--- src/rtl/mac_sequencer.sv ---
// Q1.7 dot-product sequencer driving the shared 8-bit ALU.
// Each pair is multiplied, then added into acc; done pulses at the end.
package alu_pkg;
  typedef enum logic [2:0] {
    ALU_ADD = 3'd0,
    ALU_SUB = 3'd1,
    ALU_AND = 3'd2,
    ALU_OR  = 3'd3,
    ALU_XOR = 3'd4,
    ALU_MUL = 3'd5
  } aluFunc_t;
endpackage

module mac_sequencer
  import alu_pkg::*;
#(
  parameter int LEN_W = 4
) (
  input  logic               clk,
  input  logic               nReset,
  input  logic               start,
  input  logic [LEN_W-1:0]   len,
  mac_sequencer_if.slave     pairs,
  output logic [7:0]         alu_a,
  output logic [7:0]         alu_b,
  output aluFunc_t           alu_func,
  input  logic [7:0]         alu_result,
  output logic               busy,
  output logic               done,
  output logic [7:0]         acc_out
);

  typedef enum logic [2:0] {
    IDLE    = 3'd0,
    WAIT_IN = 3'd1,
    MUL     = 3'd2,
    ADD     = 3'd3,
    DONE    = 3'd4
  } state_t;

  state_t           state;
  state_t           state_nxt;
  logic [7:0]       acc;
  logic [7:0]       op_a;
  logic [7:0]       op_b;
  logic [7:0]       prod;
  logic [LEN_W-1:0] remaining;
  logic             accept;
  logic             last;

  assign accept = (state == WAIT_IN) && pairs.valid;
  assign last   = (remaining == LEN_W'(1));

  always_ff @(posedge clk) begin
    if (!nReset) begin
      state <= IDLE;
    end else begin
      state <= state_nxt;
    end
  end

  always_comb begin
    state_nxt = state;
    unique case (state)
      IDLE: begin
        if (start) begin
          state_nxt = (len == '0) ? DONE : WAIT_IN;
        end
      end
      WAIT_IN: begin
        if (accept) begin
          state_nxt = MUL;
        end
      end
      MUL:     state_nxt = ADD;
      ADD:     state_nxt = last ? DONE : WAIT_IN;
      DONE:    state_nxt = IDLE;
      default: state_nxt = IDLE;
    endcase
  end

  // ALU operands are pure decodes of state and registers.
  always_comb begin
    alu_a       = '0;
    alu_b       = '0;
    alu_func    = ALU_ADD;
    pairs.ready = 1'b0;
    busy        = 1'b1;
    done        = 1'b0;
    unique case (state)
      IDLE:    busy = 1'b0;
      WAIT_IN: pairs.ready = 1'b1;
      MUL: begin
        alu_a    = op_a;
        alu_b    = op_b;
        alu_func = ALU_MUL;
      end
      ADD: begin
        alu_a    = acc;
        alu_b    = prod;
        alu_func = ALU_ADD;
      end
      DONE:    done = 1'b1;
      default: busy = 1'b0;
    endcase
  end

  always_ff @(posedge clk) begin
    if (!nReset) begin
      acc       <= '0;
      op_a      <= '0;
      op_b      <= '0;
      prod      <= '0;
      remaining <= '0;
    end else begin
      unique case (state)
        IDLE: begin
          if (start) begin
            acc       <= '0;
            remaining <= len;
          end
        end
        WAIT_IN: begin
          if (accept) begin
            op_a <= pairs.a;
            op_b <= pairs.b;
          end
        end
        MUL: prod <= alu_result;
        ADD: begin
          acc       <= alu_result;
          remaining <= remaining - LEN_W'(1);
        end
        default: ;
      endcase
    end
  end

  assign acc_out = acc;

endmodule

--- src/rtl/mac_sequencer_if.sv ---
// Operand-pair stream into the MAC sequencer.
// Master drives valid/a/b; the sequencer (slave) drives ready.
interface mac_sequencer_if;
  logic       valid;
  logic       ready;
  logic [7:0] a;
  logic [7:0] b;

  modport master (
    output valid,
    output a,
    output b,
    input  ready
  );

  modport slave (
    input  valid,
    input  a,
    input  b,
    output ready
  );
endinterface

--- src/flat_wrapper.sv ---
// flat-port wrapper written by rule: the top's interface ports become plain ports
module mac_sequencer_flat import alu_pkg::*;
#(
  parameter int LEN_W = 4
)
  (clk, nReset, start, len, alu_a, alu_b, alu_func, alu_result, busy, done, acc_out, pairs_valid, pairs_a, pairs_b, pairs_ready);
  mac_sequencer_if pairs_i ();
  input  logic clk;
  input  logic nReset;
  input  logic start;
  input  logic [LEN_W-1:0] len;
  output logic [7:0] alu_a;
  output logic [7:0] alu_b;
  output aluFunc_t alu_func;
  input  logic [7:0] alu_result;
  output logic busy;
  output logic done;
  output logic [7:0] acc_out;
  input wire logic [$bits(pairs_i.valid)-1:0] pairs_valid;
  input wire logic [$bits(pairs_i.a)-1:0] pairs_a;
  input wire logic [$bits(pairs_i.b)-1:0] pairs_b;
  output wire logic [$bits(pairs_i.ready)-1:0] pairs_ready;
  assign pairs_i.valid = pairs_valid;
  assign pairs_i.a = pairs_a;
  assign pairs_i.b = pairs_b;
  assign pairs_ready = pairs_i.ready;
  mac_sequencer #(.LEN_W(LEN_W)) u_core (.clk(clk), .nReset(nReset), .start(start), .len(len), .pairs(pairs_i), .alu_a(alu_a), .alu_b(alu_b), .alu_func(alu_func), .alu_result(alu_result), .busy(busy), .done(done), .acc_out(acc_out));
endmodule
--- config.mk ---
export PLATFORM = sky130hd
export DESIGN_NAME = mac_sequencer_flat
export DESIGN_NICKNAME = d
export VERILOG_FILES = /design/src/rtl/mac_sequencer.sv /design/src/rtl/mac_sequencer_if.sv /design/src/flat_wrapper.sv
export SDC_FILE = /design/constraint.sdc
export NUM_CORES = 1
export LEC_CHECK = 0
export ABC_AREA = 1
export CAP_MARGIN = 20
export CORE_MARGIN = 5
export CORE_UTILIZATION = 49
export DETAILED_ROUTE_END_ITERATION = 16
export GPL_TIMING_DRIVEN = 0
export PLACE_DENSITY = 0.87
export SLEW_MARGIN = 0
export SYNTH_ARGS = -nofsm -noshare
export SYNTH_HDL_FRONTEND = slang
export SYNTH_SLANG_ARGS = --single-unit
--- constraint.sdc ---
create_clock -name clk -period 2 [get_ports clk]
set_input_delay 0.4 -clock clk [delete_from_list [all_inputs] [get_ports clk]]
set_output_delay 0.4 -clock clk [all_outputs]
set_load 0.02 [all_outputs]
==> run summary <==
CTS Hold Bufs = 0
Average size of a mapped cell = 7.38 um^2
GPL Wtd Cong = 0.869
Max_cap viols = 0
Area after DPL = 0.00251 mm^2
Commonest cells after routing, fill and taps aside = nand2_1, nor2_1, clkdlybuf4s50_1, dfxtp_1, o21ai_0
PwrDens = 1030 mW/mm^2
Core area = 0.00366 mm^2
Number of global-route vias before repair = 1725
Reg2reg end = u_core.remaining[1]
Peak VDD IR = 712 uV
Crit Path Max Fanout = 10
Die H = 71.6 um
Setup-failing EPs final = 0
CP Data Arrival Time = 1.56 ns
Drt total wl = 4.91 mm
Setup CP Type = flop to output port
Clock tree from TritonCTS = built
Gr usage total = 20.1%
Worst Skew = 0.00396 ns
CTS H-tree depth = 2
DIE WIDTH = 71.6 um
Via-per-instance ratio = 4.95
Layout cell share with drive strength beyond 1 = 16.9%
N_diodes = 0
Port bufs = 59
Relative slew slack = 63.4%
Worst setup path end = alu_a[7]
Cells after Synth = 252
Worst skew pair latency = 0.29 ns
Yosys Warn Count = 0
1st-iter DRT viols = 105
Crit share post-route = 97.8%
Post-synthesis sequential area ratio = 42.0%
Root buffer cell = clkbuf_8
RSZ-0062 raised after global routing = true
Min Clock Period, post-route = 1.96 ns
DRC viols = 0
Cell Area, Synth = 0.00186 mm^2
Worst reg2reg path depth = 7
Setup WS post-layout = 0.0442 ns
Reg-to-reg startpoint = u_core.state[0]
Pre-antenna DRT Iters = 4
Clock sinks = 39
Cell Chain, Critical Path = nand2_1, nor2_4, buf_4, a22o_1, clkdlybuf4s15_2
Nets = 353
Largest net degree at the start of global routing = 13
Max incr delay on CP = 0.38 ns
Crit path launch = u_core.state[1]
Final Hold Viols = 0
Via count = 1822
Tot Pwr = 2.70 mW
Row cnt = 22
Final Max Slew Viols = 0
# IOs = 62
WHS Path Cells = 2
DP Cell Count = 359
First-pass GRT wire length = 8.05 mm
Slew @ Worst Pin = 0.549 ns
Cell variety after synth = 29
Hold Crit Class = flop to flop
CP endpoint kind = output port
Fin cells = 368
Worst-path clk slew = 0.08 ns
Status = finished clean
Clock Path Buffers = 2
R2R Setup Slk = 0.66 ns
Worst setup SP type = flop
Hpwl dp = 3.66 mm
Gr ovfl total = 0
Number of CTS-inserted buffers = 5
CP required = 1.60 ns
Die Area = 0.00513 mm^2
P&R area growth vs syn = 41.6%
Commonest non-fill, non-tap cell in the layout = nand2_1
Initial antenna violation count = 0
Initial Util = 50.8%
Finished Cell Area = 0.00263 mm^2
Highest Clock Rate = 511 MHz
Syn nets = 286
DP Worst Slack = -0.226 ns
Slowest CP cell = dfxtp_2
Routed Antenna Nets = 0
Post-detailed-route wirelength per cell = 13.3 um
Flops & latches, synth = 39
Lkg Pwr = 1.13 nW
-- report_power, final --
| part | internal [mW] | switching (mW) | total (mW) |
|---|---|---|---|
| Combinational | 0.366 | 0.554 | 0.920 |
| Clock | 0.499 | 0.275 | 0.773 |
| Sequential | 0.926 | 0.0832 | 1.01 |
| Total | 1.79 | 0.912 | 2.70 |
-- area by class of cell --
type                            count  area [um^2]
Timing Repair Buffer               60          566
Clock buffer                        6         72.6
Sequential cell                    39          785
Buffer                             14          113
Inverter                           25          104
Multi-Input combinational cell    174          875
Clock inverter                      2         60.1
Fill cell                         304         1030
Tap cell                           48         60.1
-- logic make-up (layout without fill, tap and decap cells) --
logic type / count (synthesis) / after routing / synth area share (%)
other: 1 / 1 / 0.202
AO/OA/AOI/OAI: 63 / 63 / 18.8
AND/OR/NAND/NOR: 108 / 108 / 26.4
buffers and inverters: 39 / 107 / 11.2
adder cells (fa/ha/maj): 2 / 2 / 1.34
flip-flops: 39 / 39 / 42.0
-- worst max-delay path: cells and delay by family, from the launching register on --
family | cells | cell delay, ns
flops | 1 | 0.38
buf+inv | 2 | 0.46
simple gates | 2 | 0.26
compound gates | 1 | 0.17
-- repair_timing --
item                                    4_1_cts  5_1_grt
buffers inserted                              1        0
gates resized for setup                      74       10
pin swaps                                     1        0
endpoints found under the setup margin       21       17
-- cell usage after synthesis --
master     n  area (um^2)
a21oi_1   17         85.1
a21oi_2    1         8.76
a22o_1     8         70.1
and2_1     1         6.26
buf_2      1         5.00
buf_4      3         22.5
buf_6      6         67.6
clkbuf_1   4         15.0
conb_1     1         3.75
dfxtp_1   39          781
ha_1       2         25.0
inv_1     19         71.3
inv_2      4         15.0
inv_4      2         12.5
nand2_1   45          169
nand2_2    2         12.5
nand2_4    1         11.3
nand3_1    8         40.0
nand3_2    1         10.0
nand3_4    1         17.5
nand3b_1   1         7.51
nand4_1    1         6.26
nor2_1    43          161
nor2_4     2         22.5
nor2_8     1         20.0
nor3b_1    1         7.51
o21ai_0   24          120
o21ai_1   12         60.1
o22ai_1    1         6.26
-- metal layers --
metal,up-vias,share of wire (%),global-route usage (%)
met3,6,5.4,4.35
met5,-,0,0
li1,950,-,-
met1,818,43,24.0
met2,48,50,34.1
met4,0,1.7,9.60
-- flip-flops by register name, indices dropped and copies added (netlist names) --
register	count
u_core.remaining	4
u_core.state	3
u_core.op_b	8
u_core.prod	8
u_core.op_a	8
u_core.acc_out	8
-- stage by stage --
| stage | utilization, % | hold WS, ns | TNS [ns] |
|---|---|---|---|
| global placement | 68.6 | 0.438 | -1.08 |
| CTS | 71.7 | 0.455 | 0 |
| global route | 71.9 | 0.462 | -0.0873 |
| finish | 71.9 | 0.453 | 0 |
| floorplan | - | 0.425 | 0 |
| detailed placement | 68.6 | 0.445 | -1.67 |
-- worst min path at each step --
stage | start | end | slack (ns)
after global routing | u_core.prod[1] | u_core.prod[1] | 0.46
after detailed placement | u_core.prod[2] | u_core.prod[2] | 0.44
after CTS | u_core.prod[2] | u_core.prod[2] | 0.45
after global placement | u_core.prod[7] | u_core.prod[7] | 0.44
final | u_core.prod[3] | u_core.prod[3] | 0.45
after floorplan | u_core.prod[0] | u_core.prod[0] | 0.42
Power figures use the tool's default switching activity.
==> patch (config.mk and constraints unchanged) <==
Reset style: asynchronous (`nReset`), changed in 2 clocked blocks.
--- a/src/rtl/mac_sequencer.sv
+++ b/src/rtl/mac_sequencer.sv
@@ -51,7 +51,7 @@
   assign accept = (state == WAIT_IN) && pairs.valid;
   assign last   = (remaining == LEN_W'(1));
 
-  always_ff @(posedge clk) begin
+  always_ff @(posedge clk or negedge nReset) begin
     if (!nReset) begin
       state <= IDLE;
     end else begin
@@ -105,7 +105,7 @@
     endcase
   end
 
-  always_ff @(posedge clk) begin
+  always_ff @(posedge clk or negedge nReset) begin
     if (!nReset) begin
       acc       <= '0;
       op_a      <= '0;
Formal check against the unedited RTL: differs if nReset is asserted again (counterexample within 4 cycles, from zero or initial values and one cycle with nReset low); with nReset held inactive, the same outputs for 10 cycles.
==> patch against the original RTL <==
  * Critical path depth is the same
  * Sequential share of layout area up 6.3 points
  * Synthesized area increased by 7.3%
  * Worst hold slack worse by 0.24 ns
  * Cell area rose by 2.9%
  * Setup slack improved by 0.0069 ns
  * Sequential cell count stayed put
  * Wire length increased by 6.4%
Power is not compared: it rests on default switching activity, and its combinational part moved more than twofold at a synthesized area within 25%.
==> patch: results (changes against the original RTL) <==
[routing]
drt.antenna.violating_nets = 0  ; unchanged
detailroute.wirelength.met2_um = 2590  ; +6.2%
first_iter_violations = 206  ; +96%
met1_length_um = 2180  ; +2.7%
top_signal_layer_used = met4
met3RoutedLength_um = 353  ; +32%
via_count = 1909  ; +4.8%
wl_per_cell_um = 14.0  ; +5.0%
finalWirelength_um = 5220  ; +6.4%

[synth]
synthesis.nets = 288  ; +0.70%
synth_area_leaders = sky130_fd_sc_hd__dfrtp_1, sky130_fd_sc_hd__nand2_1, sky130_fd_sc_hd__nand3_1
asyncSetResetFlopFracSynth_pct = 100  ; +100 points
synth-warning-count = 0  ; unchanged
yosys.area_share.adder_pct = 1.25  ; -0.092 points
post_synth_inst_count = 254  ; +0.79%
yosys_most_used_dff = sky130_fd_sc_hd__dfrtp_1
yosys-mux-area-fraction_pct = 0  ; unchanged
yosys.area_share.xor_xnor_pct = 0.439  ; +0.44 points
netlist-cell-type-count = 24  ; -17%
yosys.area.top_type_share_pct = 48.9  ; +6.9 points
ys_top_cells_by_count = sky130_fd_sc_hd__nand2_1, sky130_fd_sc_hd__dfrtp_1, sky130_fd_sc_hd__nand3_1
synth_compound_gate_area_share_pct = 5.33  ; -14 points
seq_total_area_yosys_pct = 48.9  ; +6.9 points

[cts]
htree_num_levels = 2  ; unchanged
post-cts-setup-buffer-count = 1  ; unchanged
num_cts_buffers = 5  ; unchanged
clock_tree_root_driver_cell = sky130_fd_sc_hd__clkbuf_8
clk_latency_ns = 0.29  ; about the same
cts.path.max_buffers = 2  ; unchanged
number_of_resized_instances_in_the_post_cts_repair_step = 83  ; +12%

[placed_design]
detailed_place.area_mm2 = 0.00265  ; +5.3%
port_buffers = 59  ; unchanged
final_replace_weighted_congestion = 0.975  ; +12%
post-place-ws_ns = -0.225  ; +0.00135 ns
dpl.hpwl_um = 3970  ; +8.7%

[grt]
globalRouteTotalUtil_pct = 20.7  ; +0.58 points
use_met2_pct = 34.4  ; +0.37 points
grt_first_pass_wirelength_um = 8600  ; +6.9%
antenna_found_initial = 0  ; unchanged
groute.layer.met1.usage_pct = 26.4  ; +2.5 points
largest_net_degree_at_the_start_of_global_routing = 40  ; +27
met3_track_demand_over_resource_in_global_routing_pct = 4.24  ; -0.11 points

[setup_path]
timing.critical_path.slowest_stage_cell = sky130_fd_sc_hd__dfrtp_2
critical-path-top-delay-family = flip-flops
timing.critical_path.arrival_ns = 1.55
critical-path-max-stage-delay_ns = 0.46  ; +0.08 ns

[power_and_ir_drop]
vdd_ir_drop_max_v = 0.000735
powerDensity_mw_per_mm2 = 1600
leak_pwr_nw = 1.41
p_int_mw = 2.42
power.share.sequential_pct = 32.7

[sta]
final.setup.worst_slack_ns = 0.0511  ; +0.00692 ns
fin_skew_ns = 0.00512  ; +0.00116 ns
tightest_slew_ns = 0.854  ; +0.305 ns

[final_layout]
post_route_cells_drive_above_1_share_pct = 18.9  ; +2.0 points
diodes = 0  ; unchanged
nNetsFinal = 356  ; +0.85%

[worst_hold_path]
min-delay-path-class = in -> async

[run_status]
status = complete, no violations

==> patch: cell count changes after synthesis, moves of 7 or more <==
| cell | unedited run | this run |
|---|---|---|
| sky130_fd_sc_hd__a21oi_1 | 17 | 2 |
| sky130_fd_sc_hd__a22o_1 | 8 | 0 |
| sky130_fd_sc_hd__dfrtp_1 | 0 | 39 |
| sky130_fd_sc_hd__dfxtp_1 | 39 | 0 |
| sky130_fd_sc_hd__inv_1 | 19 | 12 |
| sky130_fd_sc_hd__nand2_1 | 45 | 115 |
| sky130_fd_sc_hd__nand3_1 | 8 | 28 |
| sky130_fd_sc_hd__nor2_1 | 43 | 6 |
| sky130_fd_sc_hd__o21ai_0 | 24 | 14 |
| sky130_fd_sc_hd__o21ai_1 | 12 | 0 |
==> patch: layout make-up <==
| type | count | area, um^2 |
|---|---|---|
| Clock buffer | 5 | 68.8 |
| Fill cell | 344 | 1260 |
| Multi-Input combinational cell | 186 | 857 |
| Inverter | 17 | 71.3 |
| Timing Repair Buffer | 61 | 512 |
| Buffer | 12 | 118 |
| Clock inverter | 3 | 43.8 |
| Sequential cell | 39 | 977 |
| Tap cell | 50 | 62.6 |
==> patch: final timing paths <==
check,start,to,slack (ns),depth (start not counted)
max,u_core.state[2]$_DFFE_PN0P_,alu_a[5],0.05,5
min,nReset,u_core.state[1]$_DFFE_PN0P_,0.22,1
max reg2reg,u_core.state[2]$_DFFE_PN0P_,u_core.op_b[0]$_DFFE_PN0P_,0.60,8
min reg2reg,u_core.op_a[0]$_DFFE_PN0P_,u_core.op_a[0]$_DFFE_PN0P_,0.48,2
max in group asynchronous,nReset,u_core.state[2]$_DFFE_PN0P_,1.20,1
min in group clk,pairs_valid,u_core.op_a[3]$_DFFE_PN0P_,0.45,3
